`src/rtl/bytewrite_ram_port_master.sv`:
```
// -----------------------------------------------------------------------------
// bytewrite_ram_port_master
//
// Initiator for one port of a byte-write true-dual-port RAM. The RAM registers
// both the address and the data output, so it has RD_LAT cycles of read
// latency. This block turns a valid/ready request stream into RAM port drive
// signals and returns the read data, in request order, on a valid/ready
// response stream.
//
// Request acceptance is credit based. A read takes one credit from the moment
// it is accepted until its response is popped from the response FIFO. The FIFO
// therefore always has room for every read that is still travelling through
// the RAM, and no RAM output is ever dropped.
//
// Optional feature (compile-time macro BRPM_STATS_EN):
//   Adds the free-running counters stat_rd_cnt_o, stat_wr_cnt_o and
//   stat_stall_o. When the macro is undefined these ports do not exist.
//
// Ports:
//   clk_i          clock, shared with the RAM port
//   rst_i          synchronous active-high reset
//   req_valid_i    request present
//   req_ready_o    request accepted when req_valid_i & req_ready_o
//   req_we_i       byte write enables; all-zero means read
//   req_addr_i     word address
//   req_wdata_i    write data; lane i is bits [8i+7:8i]
//   rsp_valid_o    read data present
//   rsp_ready_i    consumer takes rsp_rdata_o when rsp_valid_o & rsp_ready_i
//   rsp_rdata_o    read data, in request order
//   ram_we_o       RAM byte write enables
//   ram_addr_o     RAM address
//   ram_din_o      RAM write data
//   ram_dout_i     RAM read data
//   stat_rd_cnt_o  (BRPM_STATS_EN) accepted reads, wraps at 2**32
//   stat_wr_cnt_o  (BRPM_STATS_EN) accepted writes, wraps at 2**32
//   stat_stall_o   (BRPM_STATS_EN) cycles with req_valid_i & ~req_ready_o
// -----------------------------------------------------------------------------
module bytewrite_ram_port_master #(
  parameter int AW        = 10,
  parameter int NB        = 4,
  parameter int DW        = NB * 8,
  parameter int RD_LAT    = 2,
  parameter int RSP_DEPTH = 4
) (
  input  logic          clk_i,
  input  logic          rst_i,
  input  logic          req_valid_i,
  output logic          req_ready_o,
  input  logic [NB-1:0] req_we_i,
  input  logic [AW-1:0] req_addr_i,
  input  logic [DW-1:0] req_wdata_i,
  output logic          rsp_valid_o,
  input  logic          rsp_ready_i,
  output logic [DW-1:0] rsp_rdata_o,
  output logic [NB-1:0] ram_we_o,
  output logic [AW-1:0] ram_addr_o,
  output logic [DW-1:0] ram_din_o,
  input  logic [DW-1:0] ram_dout_i
`ifdef BRPM_STATS_EN
  ,
  output logic [31:0]   stat_rd_cnt_o,
  output logic [31:0]   stat_wr_cnt_o,
  output logic [31:0]   stat_stall_o
`endif
);

  localparam int CW = $clog2(RSP_DEPTH + 1);
  localparam int PW = (RSP_DEPTH > 1) ? $clog2(RSP_DEPTH) : 1;
  localparam int UW = $clog2(RSP_DEPTH + RD_LAT + 1) + 1;

  logic              fire;
  logic              rd_fire;
  logic              push;
  logic              pop;
  logic [RD_LAT-1:0] rd_pipe_q, rd_pipe_d;
  logic [CW-1:0]     fifo_cnt_q, fifo_cnt_d;
  logic [PW-1:0]     wr_ptr_q, wr_ptr_d;
  logic [PW-1:0]     rd_ptr_q, rd_ptr_d;
  logic [DW-1:0]     fifo_mem_q [RSP_DEPTH];
  logic [UW-1:0]     pipe_cnt;
  logic [UW-1:0]     used;

  // Pointers wrap at RSP_DEPTH, which need not be a power of two.
  function automatic logic [PW-1:0] ptr_inc(input logic [PW-1:0] p);
    return (p == PW'(RSP_DEPTH - 1)) ? '0 : p + 1'b1;
  endfunction

  // Credits in use: reads still inside the RAM plus responses waiting in the
  // FIFO. Both terms are registered, so a pop frees its credit one cycle late.
  always_comb begin
    pipe_cnt = '0;
    for (int i = 0; i < RD_LAT; i++) begin
      pipe_cnt = pipe_cnt + UW'(rd_pipe_q[i]);
    end
    used = pipe_cnt + UW'(fifo_cnt_q);
  end

  // Ready does not look at req_we_i: writes also wait for a free credit,
  // which keeps the request ordering simple for the upstream side.
  assign req_ready_o = ~rst_i & (used < UW'(RSP_DEPTH));
  assign fire        = req_valid_i & req_ready_o;
  assign rd_fire     = fire & ~|req_we_i;

  // fire already includes ~rst_i, so ram_we_o is zero throughout reset.
  assign ram_we_o   = fire ? req_we_i : '0;
  assign ram_addr_o = req_addr_i;
  assign ram_din_o  = req_wdata_i;

  // The top bit of the read pipe marks the cycle when ram_dout_i carries the
  // data for the read accepted RD_LAT cycles earlier.
  assign push = rd_pipe_q[RD_LAT-1];
  assign pop  = rsp_valid_o & rsp_ready_i;

  assign rsp_valid_o = (fifo_cnt_q != '0);
  assign rsp_rdata_o = fifo_mem_q[rd_ptr_q];

  always_comb begin
    rd_pipe_d    = '0;
    rd_pipe_d[0] = rd_fire;
    for (int i = 1; i < RD_LAT; i++) begin
      rd_pipe_d[i] = rd_pipe_q[i-1];
    end
  end

  always_comb begin
    fifo_cnt_d = fifo_cnt_q;
    wr_ptr_d   = wr_ptr_q;
    rd_ptr_d   = rd_ptr_q;
    if (push) begin
      wr_ptr_d = ptr_inc(wr_ptr_q);
    end
    if (pop) begin
      rd_ptr_d = ptr_inc(rd_ptr_q);
    end
    case ({push, pop})
      2'b10:   fifo_cnt_d = fifo_cnt_q + 1'b1;
      2'b01:   fifo_cnt_d = fifo_cnt_q - 1'b1;
      default: fifo_cnt_d = fifo_cnt_q;
    endcase
  end

  // Clearing the read pipe on reset drops every in-flight read, so the RAM
  // outputs they would have produced are never pushed.
  always_ff @(posedge clk_i) begin
    if (rst_i) begin
      rd_pipe_q  <= '0;
      fifo_cnt_q <= '0;
      wr_ptr_q   <= '0;
      rd_ptr_q   <= '0;
    end else begin
      rd_pipe_q  <= rd_pipe_d;
      fifo_cnt_q <= fifo_cnt_d;
      wr_ptr_q   <= wr_ptr_d;
      rd_ptr_q   <= rd_ptr_d;
    end
  end

  // Storage is cleared on reset so the head entry, and thus rsp_rdata_o,
  // reads zero after reset. When the FIFO is full a simultaneous push and
  // pop target the same slot: the head is read out this cycle and the new
  // word lands at the edge.
  always_ff @(posedge clk_i) begin
    if (rst_i) begin
      for (int i = 0; i < RSP_DEPTH; i++) begin
        fifo_mem_q[i] <= '0;
      end
    end else if (push) begin
      fifo_mem_q[wr_ptr_q] <= ram_dout_i;
    end
  end

`ifndef SYNTHESIS
  always_ff @(posedge clk_i) begin
    if (!rst_i) begin
      assert (!(push && fifo_cnt_q == CW'(RSP_DEPTH)))
        else $error("bytewrite_ram_port_master: response FIFO pushed while full");
    end
  end
`endif

`ifdef BRPM_STATS_EN
  logic [31:0] stat_rd_q, stat_rd_d;
  logic [31:0] stat_wr_q, stat_wr_d;
  logic [31:0] stat_stall_q, stat_stall_d;

  always_comb begin
    stat_rd_d    = stat_rd_q + {31'd0, rd_fire};
    stat_wr_d    = stat_wr_q + {31'd0, fire & |req_we_i};
    stat_stall_d = stat_stall_q + {31'd0, req_valid_i & ~req_ready_o};
  end

  always_ff @(posedge clk_i) begin
    if (rst_i) begin
      stat_rd_q    <= '0;
      stat_wr_q    <= '0;
      stat_stall_q <= '0;
    end else begin
      stat_rd_q    <= stat_rd_d;
      stat_wr_q    <= stat_wr_d;
      stat_stall_q <= stat_stall_d;
    end
  end

  assign stat_rd_cnt_o = stat_rd_q;
  assign stat_wr_cnt_o = stat_wr_q;
  assign stat_stall_o  = stat_stall_q;
`endif

endmodule

```
`config.mk`:
```
export PLATFORM = sky130hd
export DESIGN_NAME = bytewrite_ram_port_master
export DESIGN_NICKNAME = d
export VERILOG_FILES = /design/src/rtl/bytewrite_ram_port_master.sv
export SDC_FILE = /design/constraint.sdc
export NUM_CORES = 1
export LEC_CHECK = 0
export CAP_MARGIN = 20
export CORE_MARGIN = 2
export CORE_UTILIZATION = 49
export DETAILED_ROUTE_END_ITERATION = 7
export PLACE_DENSITY = 0.77
export SLEW_MARGIN = 25
export SYNTH_ARGS = -nofsm -noshare
export SYNTH_HDL_FRONTEND = slang
export SYNTH_SLANG_ARGS = --single-unit
```
`constraint.sdc`:
```
create_clock -name clk_i -period 2.2 [get_ports clk_i]
set_input_delay 0.44 -clock clk_i [delete_from_list [all_inputs] [get_ports clk_i]]
set_output_delay 0.44 -clock clk_i [all_outputs]
set_load 0.02 [all_outputs]
```
==> run_results.csv <==
group,metric,value,unit
status,run_status,"finished with violations",
status,violations,"setup timing",
global_routing,globalRouteTotalUtil,19.7,%
power,leakagePower,2.91,nW
global_routing,grtUsageMet3,6.27,%
logic_synthesis,synth_compound_area_share,0.975,%
placed_design,dp_slack,-0.345,ns
finish,drive_above_1_share,34.5,%
die,floorplan.die.height,118,µm
sta,grt_setup_unrepaired,"yes",
critical_path,worst-r2r-setup-slack,0.32,ns
critical_path,arrival,1.87,ns
cts,clk_root_buffer_cell,"sky130_fd_sc_hd__clkbuf_16",
critical_path,critPathLaunchType,"flop",
cts,tritoncts,"done",
logic_synthesis,synth_flop_cell,"sky130_fd_sc_hd__edfxtp_1",
placed_design,dp.final_hpwl,7400,µm
placed_design,routabilityCongestion,0.708,
finish,nets,550,
sta,worst_setup_slack_after_layout,-0.105,ns
finish,postLayoutCellArea,7780,µm²
finish,n_fill_cell,977,
drt,route.antenna.remaining_nets,0,
drt,drt-wirelength-per-cell,20.0,µm
logic_synthesis,synth.largest_area_cell,"sky130_fd_sc_hd__edfxtp_1",
cts,cts.reportedPaths.clkPinSlew,0.06,ns
logic_synthesis,synth.lib_cells_used.distinct,32,
sta,finalCriticalPeriod,2.31,ns
global_routing,grt_busiest_layer,"met2",
drt,dr_total_vias,3451,
finish,finish.utilization,61.1,%
global_routing,remaining_overflow_grt,0,
drt,route.detailed.vias_per_inst,5.33,
logic_synthesis,synth_top_cells_by_count,"128 x sky130_fd_sc_hd__edfxtp_1, 96 x sky130_fd_sc_hd__and2_1, 45 x sky130_fd_sc_hd__buf_4, 32 x sky130_fd_sc_hd__and2_2, 32 x sky130_fd_sc_hd__mux4_2",
critical_path,critPathKind,"reg -> out",
logic_synthesis,proportion_of_register_bits_with_asynchronous_set_or_reset_after_synthesis,0,%
logic_synthesis,ys.warnings.count,0,
finish,layout.cells.non_filler,648,
finish,num_antenna_cells,0,
global_routing,initial_antenna_violation_count,0,
global_routing,groute.layer.met2.usage,34.1,%
placed_design,dp_cells,614,
logic_synthesis,netlist_area,6410,µm²
logic_synthesis,synthCells,410,
die,area_of_the_core,12700,µm²
run,cap_viol_max_count,0,
logic_synthesis,top_area_cell_type_share_of_the_netlist_area,59.9,%
die,design.portCount,162,
logic_synthesis,synth_xor_area_share,0.273,%
logic_synthesis,synth_simple_gate_area_share,16.0,%
die,design.die.area,14000,µm²
cts,cts-htree-levels,4,
cts,numClockSinks,139,
logic_synthesis,synth.yosys.seq_area_share,63.4,%
logic_synthesis,synth_fp_nets,497,
drt,routed_wl,13000,µm
die,dieWidth,118,µm
cts,clock_insertion_delay_worst_skew,0.43,ns
sta,finalClockSkew,0.0107,ns
critical_path,end_kind,"output pin",
drt,drc_errors,0,
die,initial_core_utilization,50.4,%
logic_synthesis,synth_most_common_cell,"sky130_fd_sc_hd__edfxtp_1",
global_routing,number_of_global_route_vias_before_repair,3768,
sta,slew_headroom,75.3,%
critical_path,critical_path_required,1.76,ns
cts,numCtsBuffers,17,
sta,max_clock_freq,434,MHz
placed_design,numPortBuffers,77,
power,power.ir.vdd_worst,554,µV
global_routing,grt_start_max_net_pins,33,
die,fp-row-count,41,
global_routing,grt_first_pass_wirelength,20400,µm
finish,areaGrowthSynthToFinish,21.2,%
drt,number_of_detailed_routing_iterations_run_before_antenna_repair,4,
logic_synthesis,ff_latch_count_synth,139,
logic_synthesis,synthAdderAreaFrac,1.09,%
critical_path,crit_fanout,6,
placed_design,detailed_place.area,7210,µm²
sta,report.final.slew_viol_count,0,
cts,clock_tree.buffer_depth,2,
logic_synthesis,synthTopCellsByArea,"sky130_fd_sc_hd__edfxtp_1 60%, sky130_fd_sc_hd__mux4_2 11%, sky130_fd_sc_hd__and2_1 9.4%",
power,power_density,773,nW/µm²
sta,worst-slew-pin-transition,0.370,ns
drt,initialDrtViolationCount,244,
logic_synthesis,synthesis.area_per_instance,15.6,µm²
sta,final_period_utilization,105,%
sta,final.setup.tns,-0.398,ns
logic_synthesis,combinational_family_with_the_most_area_after_synthesis,"simple AND/OR/NAND/NOR gates",
sta,setup_viol,5,
global_routing,grt_use_met1,22.5,%
sta,report.final.hold_viol_count,0,
logic_synthesis,post_synth_edffs,128,
logic_synthesis,muxShareOfSynthArea,11.5,%
hold_path,timing.hold.worst.class,"reg -> reg",
## per-layer routing
metal | share of wire [%] | vias up
li1 | - | 1553
met1 | 39 | 1731
met2 | 51 | 115
met3 | 7.1 | 52
met4 | 3.1 | 0
met5 | 0 | -
## layout make-up
class	count	area [µm²]	share of cell area [%]
Tap cell	172	215	2.77
Multi-Input combinational cell	204	1950	25.1
Timing Repair Buffer	96	960	12.3
Inverter	5	18.8	0.241
Clock buffer	18	429	5.52
Sequential cell	139	4070	52.4
Clock inverter	14	130	1.67
## final timing paths
| path | from | to | depth (start not counted) |
|---|---|---|---|
| setup / recovery | fifo_cnt_q[0] | ram_we_o[0] | 5 |
| hold / removal | rd_pipe_q[0] | rd_pipe_q[1] | 1 |
| setup reg to reg | fifo_cnt_q[0] | fifo_cnt_q[2] | 9 |
| hold reg to reg | rd_pipe_q[0] | rd_pipe_q[1] | 1 |
## sequential cells by signal, indices dropped and copies added (netlist names), named ones only
name / count
fifo_cnt_q: 3
rd_pipe_q: 2
rd_ptr_q: 2
wr_ptr_q: 2
fifo_mem_q: 128
## layout by cell type (no fill, tap or decap), types with 2 or more instances in the layout
| cell type | instances |
|---|---|
| sky130_fd_sc_hd__clkinvlp_4 | 3 |
| sky130_fd_sc_hd__dfxtp_2 | 3 |
| sky130_fd_sc_hd__a21oi_1 | 4 |
| sky130_fd_sc_hd__bufinv_16 | 2 |
| sky130_fd_sc_hd__clkdlybuf4s50_1 | 39 |
| sky130_fd_sc_hd__mux2i_1 | 2 |
| sky130_fd_sc_hd__mux4_2 | 32 |
| sky130_fd_sc_hd__clkinv_4 | 2 |
| sky130_fd_sc_hd__and2_1 | 96 |
| sky130_fd_sc_hd__dfxtp_1 | 7 |
| sky130_fd_sc_hd__clkinv_2 | 3 |
| sky130_fd_sc_hd__and2_2 | 32 |
| sky130_fd_sc_hd__buf_6 | 20 |
| sky130_fd_sc_hd__and3_1 | 4 |
| sky130_fd_sc_hd__buf_12 | 8 |
| sky130_fd_sc_hd__nor2_1 | 6 |
| sky130_fd_sc_hd__inv_1 | 5 |
| sky130_fd_sc_hd__clkbuf_16 | 17 |
| sky130_fd_sc_hd__nor3b_4 | 2 |
| sky130_fd_sc_hd__edfxtp_1 | 128 |
| sky130_fd_sc_hd__xor2_1 | 2 |
| sky130_fd_sc_hd__buf_2 | 17 |
| sky130_fd_sc_hd__buf_4 | 10 |
| sky130_fd_sc_hd__or2_2 | 3 |
| sky130_fd_sc_hd__or3_1 | 3 |
| sky130_fd_sc_hd__clkinv_1 | 4 |
| sky130_fd_sc_hd__ha_1 | 3 |
## cell families after synthesis
logic type / after synthesis
buffers and inverters: 67
AOI/OAI and AO/OA: 9
xor gates and xnor gates: 2
and+or+nand+nor: 154
DFF: 139
muxes: 34
adders and majority gates: 5
## power by group
part	total, mW	internal, mW	switching, mW	leakage [nW]
logic	0.339	0.170	0.169	1.23
clock network	2.69	1.64	1.05	0.266
registers	2.98	2.96	0.0222	1.41
total	6.01	4.77	1.24	2.91
## through the flow
| stage | power, mW | hold slack, ns |
|---|---|---|
| 2_1_floorplan | 3.27 | 0.445 |
| 3_3_place_gp | 3.37 | 0.453 |
| 3_5_place_dp | 3.38 | 0.464 |
| 4_1_cts | 6.05 | 0.496 |
| 5_1_grt | 6.20 | 0.518 |
| 6_report | 6.01 | 0.491 |
## repair_timing
action,4_1_cts,5_1_grt
endpoints found under the setup margin,38,20
setup buffers,2,0
hold buffers,0,0
cloned,2,0
pin swaps,7,1
resized for setup,199,1
endpoints found under the hold margin,0,0
## critical path, cell delays in order, from the launching register on
cell	delay, ns
sky130_fd_sc_hd__dfxtp_2	0.33
sky130_fd_sc_hd__ha_4	0.23
sky130_fd_sc_hd__a21o_4	0.21
sky130_fd_sc_hd__a211oi_4	0.31
sky130_fd_sc_hd__and3_4	0.24
sky130_fd_sc_hd__buf_6	0.11
(Power assumes the default switching activity.)
